## src/rtl/tnoc_vc_link_scheduler_if.sv

```systemverilog
// Link-side bundle of the VC scheduler: per-VC requests and credits in, grant and status out.
// The scheduler attaches through the slave modport; the VC source and downstream credit logic use master.
interface tnoc_vc_link_scheduler_if #(
    parameter int CHANNELS = 2
);
    localparam int LVW = (CHANNELS > 1) ? $clog2(CHANNELS) : 1;

    logic [CHANNELS-1:0] vc_request;
    logic [CHANNELS-1:0] vc_tail;
    logic [CHANNELS-1:0] credit_return;
    logic [CHANNELS-1:0] vc_grant;
    logic [CHANNELS-1:0] credit_available;
    logic                locked;
    logic [LVW-1:0]      locked_vc;
    logic                credit_error;

    modport master (
        output vc_request, vc_tail, credit_return,
        input  vc_grant, credit_available, locked, locked_vc, credit_error
    );

    modport slave (
        input  vc_request, vc_tail, credit_return,
        output vc_grant, credit_available, locked, locked_vc, credit_error
    );
endinterface

```

## src/rtl/tnoc_vc_link_scheduler.sv

```systemverilog
// Credit-based wormhole scheduler for one fabric link, round-robin between packets of CHANNELS VCs.
// Zero-cycle grant from request; a VC with no credit is never granted, so backpressure is credit only.
module tnoc_vc_link_scheduler #(
    parameter int CHANNELS = 2,
    parameter int CREDITS  = 4
) (
    input  logic                         clk,
    input  logic                         rst,
    tnoc_vc_link_scheduler_if.slave      link
);
    localparam int CREDIT_WIDTH = $clog2(CREDITS + 1);
    localparam int LVW          = (CHANNELS > 1) ? $clog2(CHANNELS) : 1;

    typedef enum logic {
        S_IDLE,
        S_LOCKED
    } state_t;

    state_t                  state_q, state_d;
    logic [LVW-1:0]          ptr_q, ptr_d;
    logic [LVW-1:0]          locked_vc_q, locked_vc_d;
    logic                    credit_error_q, credit_error_d;
    logic [CREDIT_WIDTH-1:0] credit_q [CHANNELS];
    logic [CREDIT_WIDTH-1:0] credit_d [CHANNELS];

    logic [CHANNELS-1:0]     eligible;
    logic [CHANNELS-1:0]     grant;
    logic                    grant_vld;
    logic [LVW-1:0]          grant_idx;
    logic [LVW-1:0]          search_idx;
    int                      idx_int;

    // Arbitration: rotating priority search in IDLE, owner-only in LOCKED.
    always_comb begin
        eligible   = '0;
        grant      = '0;
        grant_vld  = 1'b0;
        grant_idx  = '0;
        search_idx = '0;
        idx_int    = 0;
        for (int i = 0; i < CHANNELS; i++) begin
            eligible[i] = link.vc_request[i] & (credit_q[i] != '0);
        end
        if (!rst) begin
            if (state_q == S_IDLE) begin
                for (int j = 0; j < CHANNELS; j++) begin
                    idx_int = int'(ptr_q) + j;
                    if (idx_int >= CHANNELS) begin
                        idx_int = idx_int - CHANNELS;
                    end
                    search_idx = LVW'(idx_int);
                    if (!grant_vld && eligible[search_idx]) begin
                        grant_vld = 1'b1;
                        grant_idx = search_idx;
                    end
                end
            end else begin
                grant_vld = eligible[locked_vc_q];
                grant_idx = locked_vc_q;
            end
            if (grant_vld) begin
                grant[grant_idx] = 1'b1;
            end
        end
    end

    always_comb begin
        state_d        = state_q;
        ptr_d          = ptr_q;
        locked_vc_d    = locked_vc_q;
        credit_error_d = credit_error_q;
        if (grant_vld) begin
            if (link.vc_tail[grant_idx]) begin
                state_d     = S_IDLE;
                locked_vc_d = '0;
                if (int'(grant_idx) + 1 >= CHANNELS) begin
                    ptr_d = '0;
                end else begin
                    ptr_d = LVW'(int'(grant_idx) + 1);
                end
            end else begin
                state_d     = S_LOCKED;
                locked_vc_d = grant_idx;
            end
        end
        // A simultaneous grant and return cancel out, so that case cannot overflow.
        for (int i = 0; i < CHANNELS; i++) begin
            credit_d[i] = credit_q[i];
            if (grant[i] && !link.credit_return[i]) begin
                credit_d[i] = credit_q[i] - CREDIT_WIDTH'(1);
            end else if (link.credit_return[i] && !grant[i]) begin
                if (credit_q[i] == CREDIT_WIDTH'(CREDITS)) begin
                    credit_error_d = 1'b1;
                end else begin
                    credit_d[i] = credit_q[i] + CREDIT_WIDTH'(1);
                end
            end
        end
    end

    always_ff @(posedge clk) begin
        if (rst) begin
            state_q        <= S_IDLE;
            ptr_q          <= '0;
            locked_vc_q    <= '0;
            credit_error_q <= 1'b0;
            for (int i = 0; i < CHANNELS; i++) begin
                credit_q[i] <= CREDIT_WIDTH'(CREDITS);
            end
        end else begin
            state_q        <= state_d;
            ptr_q          <= ptr_d;
            locked_vc_q    <= locked_vc_d;
            credit_error_q <= credit_error_d;
            for (int i = 0; i < CHANNELS; i++) begin
                credit_q[i] <= credit_d[i];
            end
        end
    end

    always_comb begin
        link.credit_available = '0;
        for (int i = 0; i < CHANNELS; i++) begin
            link.credit_available[i] = (credit_q[i] != '0);
        end
    end

    assign link.vc_grant     = grant;
    assign link.locked       = (state_q == S_LOCKED);
    assign link.locked_vc    = locked_vc_q;
    assign link.credit_error = credit_error_q;

endmodule

```

## src/flat_wrapper.sv

```systemverilog
// flat-port wrapper written by rule: the top's interface ports become plain ports
module tnoc_vc_link_scheduler_flat 
#(
    parameter int CHANNELS = 2,
    parameter int CREDITS  = 4
)
  (clk, rst, link_vc_request, link_vc_tail, link_credit_return, link_vc_grant, link_credit_available, link_locked, link_locked_vc, link_credit_error);
  tnoc_vc_link_scheduler_if #(.CHANNELS(CHANNELS)) link_i ();
  input  logic clk;
  input  logic rst;
  input wire logic [$bits(link_i.vc_request)-1:0] link_vc_request;
  input wire logic [$bits(link_i.vc_tail)-1:0] link_vc_tail;
  input wire logic [$bits(link_i.credit_return)-1:0] link_credit_return;
  output wire logic [$bits(link_i.vc_grant)-1:0] link_vc_grant;
  output wire logic [$bits(link_i.credit_available)-1:0] link_credit_available;
  output wire logic [$bits(link_i.locked)-1:0] link_locked;
  output wire logic [$bits(link_i.locked_vc)-1:0] link_locked_vc;
  output wire logic [$bits(link_i.credit_error)-1:0] link_credit_error;
  assign link_i.vc_request = link_vc_request;
  assign link_i.vc_tail = link_vc_tail;
  assign link_i.credit_return = link_credit_return;
  assign link_vc_grant = link_i.vc_grant;
  assign link_credit_available = link_i.credit_available;
  assign link_locked = link_i.locked;
  assign link_locked_vc = link_i.locked_vc;
  assign link_credit_error = link_i.credit_error;
  tnoc_vc_link_scheduler #(.CHANNELS(CHANNELS), .CREDITS(CREDITS)) u_core (.clk(clk), .rst(rst), .link(link_i));
endmodule
```

## config.mk

```make
export PLATFORM = sky130hd
export DESIGN_NAME = tnoc_vc_link_scheduler_flat
export DESIGN_NICKNAME = d
export VERILOG_FILES = /design/src/rtl/tnoc_vc_link_scheduler_if.sv /design/src/rtl/tnoc_vc_link_scheduler.sv /design/src/flat_wrapper.sv
export SDC_FILE = /design/constraint.sdc
export NUM_CORES = 1
export LEC_CHECK = 0
export ABC_AREA = 1
export BUFFER_PORTS_ARGS = -buffer_cell sky130_fd_sc_hd__buf_2
export CORE_AREA = 2 2 39 41
export DETAILED_ROUTE_END_ITERATION = 10
export DIE_AREA = 0 0 41 43
export PLACE_DENSITY = 0.73
export SLEW_MARGIN = 20
export SYNTH_ARGS = -nofsm -noshare
export SYNTH_HDL_FRONTEND = slang
export SYNTH_SLANG_ARGS = --single-unit
```

## constraint.sdc

```tcl
create_clock -name clk -period 4.5 [get_ports clk]
set_clock_uncertainty 0.2 [all_clocks]
set_input_delay 0 -clock clk [delete_from_list [all_inputs] [get_ports clk]]
set_output_delay 0 -clock clk [all_outputs]
set_load 0.03 [all_outputs]
```

==> flow_summary.ini, run 1 <==
[clocking]
clock_latency_ns = 0.27
clock-sinks = 10
h-tree-depth = 1
root_buffer = clkbuf_4
ctsResizeCount = 0
cts_buffers = 3
cts_tree = done
clock_path_buffers = 2
clk_pin_slew_ns = 0.07

[final_layout]
fin_util_pct = 60.8
fillers = 134
drive_gt1_share_pct = 28.3
finalInstanceArea_sq_um = 842
syn_to_final_growth_pct = 29.7
regArea_sq_um = 200
multi_input_area_sq_um = 377
fin_nets = 129
diodes = 0

[global_route]
grt_first_pass_wirelength_mm = 2.16
use_met3_pct = 3.14
grt_pass1_vias = 550
track_usage_pct = 18.0
grt_overflow = 0
busiest_layer = met2
grt_start_max_net_pins = 9
grtUsageMet1_pct = 23.4
antenna_found_initial = 0
met2_usage_pct = 27.8

[routing]
postRouteAntennaNets = 0
via_per_inst = 4.86
wl_mm = 1.33
drtPass1Iterations = 4
route.detailed.drc = 0
num_vias = 627
first_iter_violations = 7
wl_per_cell_um = 10.3

[critical_path]
cp_data_arrival_time_ns = 2.46
critPathBufInv = 2
crit_family = simple AND/OR/NAND/NOR gates
crit_slowest_cell = fa_1
path_cells = nand2_1 -> and2_4 -> nand2_2 -> a21oi_2 -> nand2_2 -> clkinv_2 -> ha_1 -> inv_1 -> fa_1 -> or2_2 -> nand3_1 -> a21oi_1 -> o21ai_0
path_max_fanout = 4
r2r-end = u_core.credit_q[0][2]
critPathMostFrequentCell = nand2_2
r2r_start = u_core.link.locked
critPathLaunchType = flop
cp-startpoint = u_core.link.locked
reg2reg_slack_ns = 2.04
end_kind = flop
cp_slowest_stage_delay_ns = 0.37
worstPathRequired_ns = 4.50
reg2reg_depth = 13
setup.worst_path.class = flop to flop

[synthesis]
synth_top_area_share_pct = 30.8
synth_fp_nets = 102
syn_area_sq_um = 649
synth_seq_cells = 10
yosysSeqAreaShare_pct = 30.8
synth-async-reset-ratio_pct = 0
ys.flop_type = dfxtp_1
synth_edf_count = 0
synth.most_common_cell = inv_1
netlist_instances = 88
synthTopCellsByCount = 18 x inv_1, 10 x dfxtp_1, 10 x o21ai_0
yosys-top-cells-area = dfxtp_1 31%, inv_1 10%, ha_1 7.7%, o21ai_0 7.7%, a21oi_1 6.9%
yosysWarnings = 0
syn_area_per_cell_sq_um = 7.38
synth.distinct_cells = 19
yosysTopAreaCell = dfxtp_1

[timing]
setup_viol_count_final = 0
min_period_over_period_pct = 54.6
fmax_mhz = 407
final.setup.tns_ns = 0
slew_headroom_pct = 77.6
rsz0062_at_grt = no
finalHoldViolCount = 0
min_period_ns = 2.46
drv_slew = 0
worst_pin_slew_ns = 0.337
whs_ns = 0.279

[die]
initial_core_util_pct = 46.9
die_height_um = 43
core.rowCount = 14
fp.coreArea_sq_mm = 0.00138
dieArea_sq_mm = 0.00176
io_pins = 15
die_w_um = 41

[run]
maxCapViolCount = 0

[outcome]
status = complete, no violations

[place]
port_buffers = 14
dpl_cell_area_sq_um = 739
gp_congestion = 0.839
dpl.hpwl_um = 953

[pwr]
peakVddDrop_uv = 169
p_per_area_mw_per_mm2 = 338
leakage_nw = 0.418

[min_path]
hold_start = u_core.credit_q[0][2]
hp-class = flop to flop
whs_path_depth = 1
min_to = u_core.credit_q[0][2]
[state kept, by name, indices dropped and copies added (netlist names)]
signal,flops
u_core.link.locked_vc,1
u_core.link.locked,1
u_core.credit_q,6
u_core.ptr_q,1
u_core.link.credit_error,1
[final cells by class]
class	count	area share, %
well taps	16	2.38
inverters	19	8.62
clock buffers	3	2.67
flip-flops and latches	10	23.8
multi-input cells	59	44.7
repair buffers	22	17.8
[worst max path at each step]
| stage | endpoint | slack, ns | cells past startpoint |
|---|---|---|---|
| 2_1_floorplan | u_core.credit_q[0][5] | 1.71 | 12 |
| 6_report | u_core.credit_q[0][2] | 2.04 | 13 |
| 5_1_grt | u_core.credit_q[0][5] | 1.82 | 12 |
| 3_3_place_gp | u_core.credit_q[0][2] | 2.10 | 14 |
| 3_5_place_dp | u_core.credit_q[0][5] | 2.08 | 12 |
| 4_1_cts | u_core.credit_q[0][2] | 2.06 | 13 |
[worst register-to-register path: stages, from the launching register on]
cell and delay, ns:
dfxtp_1 0.34, nand2_1 0.11, and2_4 0.16, nand2_2 0.06, a21oi_2 0.22, nand2_2 0.09, clkinv_2 0.08, ha_1 0.16
inv_1 0.07, fa_1 0.37, or2_2 0.30, nand3_1 0.10, a21oi_1 0.06, o21ai_0 0.06
[stage by stage]
stage	power [W]	setup WS (ns)	instances
final	0.000285	2.04	129
after global routing	0.000306	1.82	129
after CTS	0.000287	2.06	129
after detailed placement	0.000216	2.08	118
after global placement	0.000215	2.10	118
after floorplan	0.000193	1.71	88
[report_power, final]
group | leakage [nW] | internal, W | switching, W
Combinational | 0.322 | 0.0000420 | 0.0000641
Clock | 0.0138 | 0.0000310 | 0.0000321
Sequential | 0.0822 | 0.000103 | 0.0000127
[what timing repair did]
action                                 CTS  global route
endpoints found under the hold margin   10             0
hold buffers                             8             0
buffers inserted                         0             0
[layout by cell type (no fill, tap or decap)]
cell,instances
a21oi_1,9
a21oi_2,3
a31o_2,1
a31oi_1,1
and2_4,1
and3_1,1
buf_2,14
clkbuf_4,3
clkinv_2,1
dfxtp_1,10
dlygate4sd3_1,8
fa_1,2
ha_1,4
inv_1,18
nand2_1,7
nand2_2,5
nand2_4,1
nand3_1,5
nor2_1,6
nor2_2,2
o21ai_0,10
or2_2,1
[layer usage]
metal | wire (um) | part of all wire (%) | vias up
met5 | 0 | 0 | -
met4 | 31 | 2.3 | 0
met3 | 34 | 2.6 | 5
met2 | 603 | 46 | 13
met1 | 656 | 50 | 273
li1 | - | - | 336
[cells by family (layout without fill, tap and decap cells)]
kind of cell	after synthesis	count (layout)	share of synthesized area, %
AO/OA/AOI/OAI	24	24	21.0
AND/OR/NAND/NOR	29	29	23.1
buffers and inverters	19	44	11.2
flip-flops	10	10	30.8
adder cells (fa/ha/maj)	6	6	13.9
Note: power is estimated with default switching activity, not from simulation.
==> inputs of run 2 (changes only) <==
Settings changed: CORE_AREA 2 2 39 41 to unset, CORE_UTILIZATION set to 45, DIE_AREA 0 0 41 43 to unset, PLACE_DENSITY 0.73 to 0.71.
Clock period 4.5 ns to 2.15 ns, I/O delays scaled along.
==> flow_summary.ini, run 2 (synthesis gave the netlist of run 1 again) <==
[outcome]
status = complete, but fails checks
violations = negative setup slack

[die]
initial_core_util_pct = 49.3
dieArea_sq_mm = 0.00160
io_pins = 15
die_height_um = 40.0
fp.coreArea_sq_mm = 0.00132
core.rowCount = 13
die_w_um = 40.0

[clocking]
clock_latency_ns = 0.27
root_buffer = clkbuf_4
cts_tree = done
clock-sinks = 10
cts_buffers = 3
clock_path_buffers = 2
h-tree-depth = 1
clk_pin_slew_ns = 0.08

[place]
place_ws_ns = -0.0503
dpl.hpwl_mm = 1.12
port_buffers = 14
gp_congestion = 0.713

[routing]
postRouteAntennaNets = 0
wl_mm = 1.93
route.detailed.drc = 0
wl_per_cell_um = 13.5
num_vias = 731
first_iter_violations = 13
via_per_inst = 5.11
drtPass1Iterations = 4

[timing]
setup_viol_count_final = 2
fmax_mhz = 428
fin_ws_ns = -0.186
finalHoldViolCount = 0
whs_ns = 0.0193
min_period_ns = 2.34
rsz0062_at_grt = yes
min_period_over_period_pct = 109
drv_slew = 0
slew_headroom_pct = 84.1
worst_pin_slew_ns = 0.238

[min_path]
whs_path_depth = 5
hold_start = link_credit_return[1]
min_to = u_core.credit_q[0][5]
hp-class = input port to flop

[critical_path]
critPathLaunchType = flop
critPathMostFrequentCell = nand2_2
r2r_start = u_core.credit_q[0][2]
cp_data_arrival_time_ns = 2.29
setup.worst_path.class = flop to flop
reg2reg_depth = 13
cp_slowest_stage_delay_ns = 0.41
path_cells = inv_1 -> nand2_4 -> nand3_1 -> nand2_2 -> nand2_2 -> clkinv_4 -> ha_4 -> inv_2 -> fa_2 -> nand2_1 -> nand3_4 -> a21oi_2 -> o21ai_1
reg2reg_slack_ns = -0.19
worstPathRequired_ns = 2.10
end_kind = flop
path_max_fanout = 3
crit_slowest_cell = dfxtp_1
r2r-end = u_core.credit_q[0][2]

[global_route]
grt_overflow = 0
grt_pass1_vias = 601
grt_start_max_net_pins = 9
track_usage_pct = 21.7
antenna_found_initial = 0
grt_first_pass_wirelength_mm = 2.27

[final_layout]
fin_nets = 143
drive_gt1_share_pct = 53.1
syn_to_final_growth_pct = 67.6
fin_util_pct = 82.6
final_common_cell = buf_4
most-common-layout-cells = 16 x buf_4, 15 x inv_1, 14 x buf_2
diodes = 0
largest_reg_flops = 6
largest_register = u_core.credit_q

[pwr]
leakage_nw = 0.503
total_power_w = 0.000789
p_per_area_mw_per_mm2 = 725
peakVddDrop_uv = 429

[run]
maxCapViolCount = 0
run 2: cell types whose count changed in the layout (fill, tap and decap cells not counted), sizes merged:
cell / previous run / this run
dlygate4sd3: 8 / 6
buf: 14 / 30
clkbuf: 3 / 4
run 2: per-stage QoR:
step	std cells	instance area (sq um)	setup TNS, ns
floorplan	88	724	-0.308
global placement	130	911	-0.00935
detailed placement	130	911	-0.0503
CTS	141	1020	-0.0242
global route	143	1090	-0.639
finish	143	1090	-0.214
run 2: critical path: cells and delay by family, from the launching register on:
family                     cells  cell delay [ns]
adders and majority gates      2             0.45
and+or+nand+nor                6             0.65
AOI/OAI and AO/OA              2             0.28
buffers and inverters          3             0.21
DFF                            1             0.41
run 2: how the worst max path moves through the flow:
stage | start | to | slack, ns | depth (start not counted)
global route | u_core.credit_q[0][2] | u_core.credit_q[0][2] | -0.28 | 13
CTS | u_core.link.locked_vc | u_core.credit_q[0][2] | -0.02 | 13
finish | u_core.credit_q[0][2] | u_core.credit_q[0][2] | -0.19 | 13
floorplan | u_core.link.locked_vc | u_core.credit_q[0][5] | -0.12 | 13
detailed placement | u_core.link.locked_vc | u_core.credit_q[0][2] | -0.05 | 13
global placement | u_core.link.locked_vc | u_core.credit_q[0][2] | -0.009 | 13
run 2: final cells by class:
type,instances,area [sq um]
tap,15,18.8
sequential,10,209
fill,79,229
multi-input combinational,59,498
inverter,19,76.3
timing repair buffer,36,250
clock buffer,4,36.3
run 2: power by group:
group          switching (W)  internal (W)
logic               0.000197      0.000168
registers          0.0000264      0.000216
clock network      0.0000773      0.000103
total               0.000301      0.000488
run 2: layer usage:
layer	share of wire (%)	track usage [%]	wire, um
met2	56	41.1	1080
met3	2.0	6.67	39
met5	0	0	0
met4	0.52	6.90	10
met1	41	22.1	794
run 2: repair_timing:
| action | 4_1_cts | 5_1_grt |
|---|---|---|
| hold buffers | 4 | 2 |
| pin swaps | 7 | 6 |
| endpoints found under the hold margin | 5 | 3 |
| gates resized for setup | 3 | 8 |
| endpoints found under the setup margin | 4 | 6 |
| buffers inserted | 3 | 0 |
==> inputs of run 3 (changes only) <==
Settings changed: CORE_UTILIZATION 45 to 40, PLACE_DENSITY 0.71 to unset.
==> flow_summary.ini, run 3 (synthesis gave the netlist of run 1 again) <==
[timing]
worst_pin_slew_ns = 0.264
fmax_mhz = 462
fin_ws_ns = -0.0130
drv_slew = 0
min_period_over_period_pct = 101
slew_headroom_pct = 82.4
finalHoldViolCount = 0
rsz0062_at_grt = yes
final.setup.tns_ns = -0.0130
min_period_ns = 2.16
setup_viol_count_final = 1

[final_layout]
fin_nets = 148
most-common-layout-cells = 22 x buf_4, 14 x inv_1, 14 x buf_2
final_common_cell = buf_4
multi_input_area_sq_um = 533
finalInstanceArea_sq_mm = 0.00115
fillers = 112
final-instance-count-excl-fill = 149
largest_register = u_core.credit_q
drive_gt1_share_pct = 58.6
diodes = 0
syn_to_final_growth_pct = 76.9
regArea_sq_um = 208
largest_reg_flops = 6

[pwr]
leakage_nw = 0.525
total_power_w = 0.000779
peakVddDrop_uv = 396
p_per_area_mw_per_mm2 = 679

[critical_path]
setup.worst_path.class = flop to flop
crit_slowest_cell = dfxtp_4
cp_slowest_stage_delay_ns = 0.37
end_kind = flop
r2r-end = u_core.credit_q[0][2]
r2r_start = u_core.link.locked_vc
path_cells = inv_2 -> a21oi_4 -> nand2_4 -> a21oi_4 -> nand2_2 -> clkinv_4 -> ha_4 -> inv_2 -> fa_2 -> or2_4 -> nand3_4 -> a21oi_2 -> o21ai_1
reg2reg_depth = 13
critPathBufInv = 3
cp.depth = 13
cp-startpoint = u_core.link.locked_vc
path_max_fanout = 4
crit_family = simple AND/OR/NAND/NOR gates
cp_data_arrival_time_ns = 2.16
crit_path_end = u_core.credit_q[0][2]
worstPathRequired_ns = 2.15
reg2reg_slack_ns = -0.01
critPathLaunchType = flop

[die]
core.rowCount = 14
io_pins = 15
fp.coreArea_sq_mm = 0.00151
initial_core_util_pct = 43.1
dieArea_sq_mm = 0.00179
die_height_um = 42.3
die_w_um = 42.3

[outcome]
status = complete, but fails checks
violations = negative setup slack

[min_path]
hold_start = link_credit_return[1]
hp-class = input port to flop
whs_path_depth = 6

[global_route]
grt_overflow = 0
grt_first_pass_wirelength_mm = 2.51
grt_start_max_net_pins = 9
track_usage_pct = 18.8
grt_pass1_vias = 656
antenna_found_initial = 0

[clocking]
clock_path_buffers = 2
cts_tree = done
cts_buffers = 3
clock-sinks = 10
clk_pin_slew_ns = 0.08
clock_latency_ns = 0.26
root_buffer = clkbuf_4
h-tree-depth = 1

[run]
maxCapViolCount = 0

[routing]
via_per_inst = 4.72
first_iter_violations = 4
wl_mm = 1.59
route.detailed.drc = 0
wl_per_cell_um = 10.6
postRouteAntennaNets = 0
drtPass1Iterations = 2
num_vias = 703

[place]
dpl_cell_area_sq_um = 935
dpl.hpwl_mm = 1.11
gp_congestion = 0.723
port_buffers = 14
dpl.cell_count = 134
place_ws_ns = -0.0338
## run 3: worst reg2reg max path, stage by stage, from the launching register on
cell	delay, ns
dfxtp_4	0.37
inv_2	0.04
a21oi_4	0.13
nand2_4	0.08
a21oi_4	0.18
nand2_2	0.10
clkinv_4	0.06
ha_4	0.13
inv_2	0.05
fa_2	0.33
or2_4	0.24
nand3_4	0.08
a21oi_2	0.05
o21ai_1	0.06
## run 3: how the worst min path moves through the flow
stage,slack (ns),to
after global routing,0.04,u_core.credit_q[0][5]
after floorplan,-0.14,u_core.ptr_q
after CTS,-0.20,u_core.ptr_q
final,0.03,u_core.credit_q[0][5]
after global placement,0.07,u_core.ptr_q
after detailed placement,0.07,u_core.ptr_q
## run 3: area by class of cell
class | instances | area share, %
clock buffers | 4 | 2.29
inverters | 19 | 6.64
multi-input cells | 59 | 46.4
flip-flops and latches | 10 | 18.1
well taps | 16 | 1.74
repair buffers | 41 | 24.8
## run 3: report_power, final
group	total, W	switching (W)	internal [W]
logic	0.000394	0.000199	0.000195
registers	0.000245	0.0000290	0.000216
clock network	0.000141	0.0000690	0.0000716
total	0.000779	0.000297	0.000482
## run 3: routing by layer
| layer | wire (um) | up-vias | part of all wire (%) | GRT usage [%] |
|---|---|---|---|---|
| met5 | 0 | - | 0 | 0 |
| met4 | 18 | 0 | 1.1 | 7.50 |
| met3 | 43 | 2 | 2.7 | 4.31 |
| met2 | 820 | 11 | 52 | 33.8 |
| met1 | 704 | 317 | 44 | 21.0 |
| li1 | - | 373 | - | - |
## run 3: what timing repair did
action                     CTS  global route
hold buffers                 3             2
hold endpoints to repair     5             3
pin swaps                    9             5
buffers inserted             3             4
setup endpoints to repair    4             6
resized for setup            8            12
## run 3: stage by stage
stage	util, %	hold slack [ns]
final	76.2	0.0301
after global routing	76.2	0.0372
after CTS	69.1	-0.200
after detailed placement	62.0	0.0740
after global placement	62.0	0.0705
after floorplan	-	-0.138
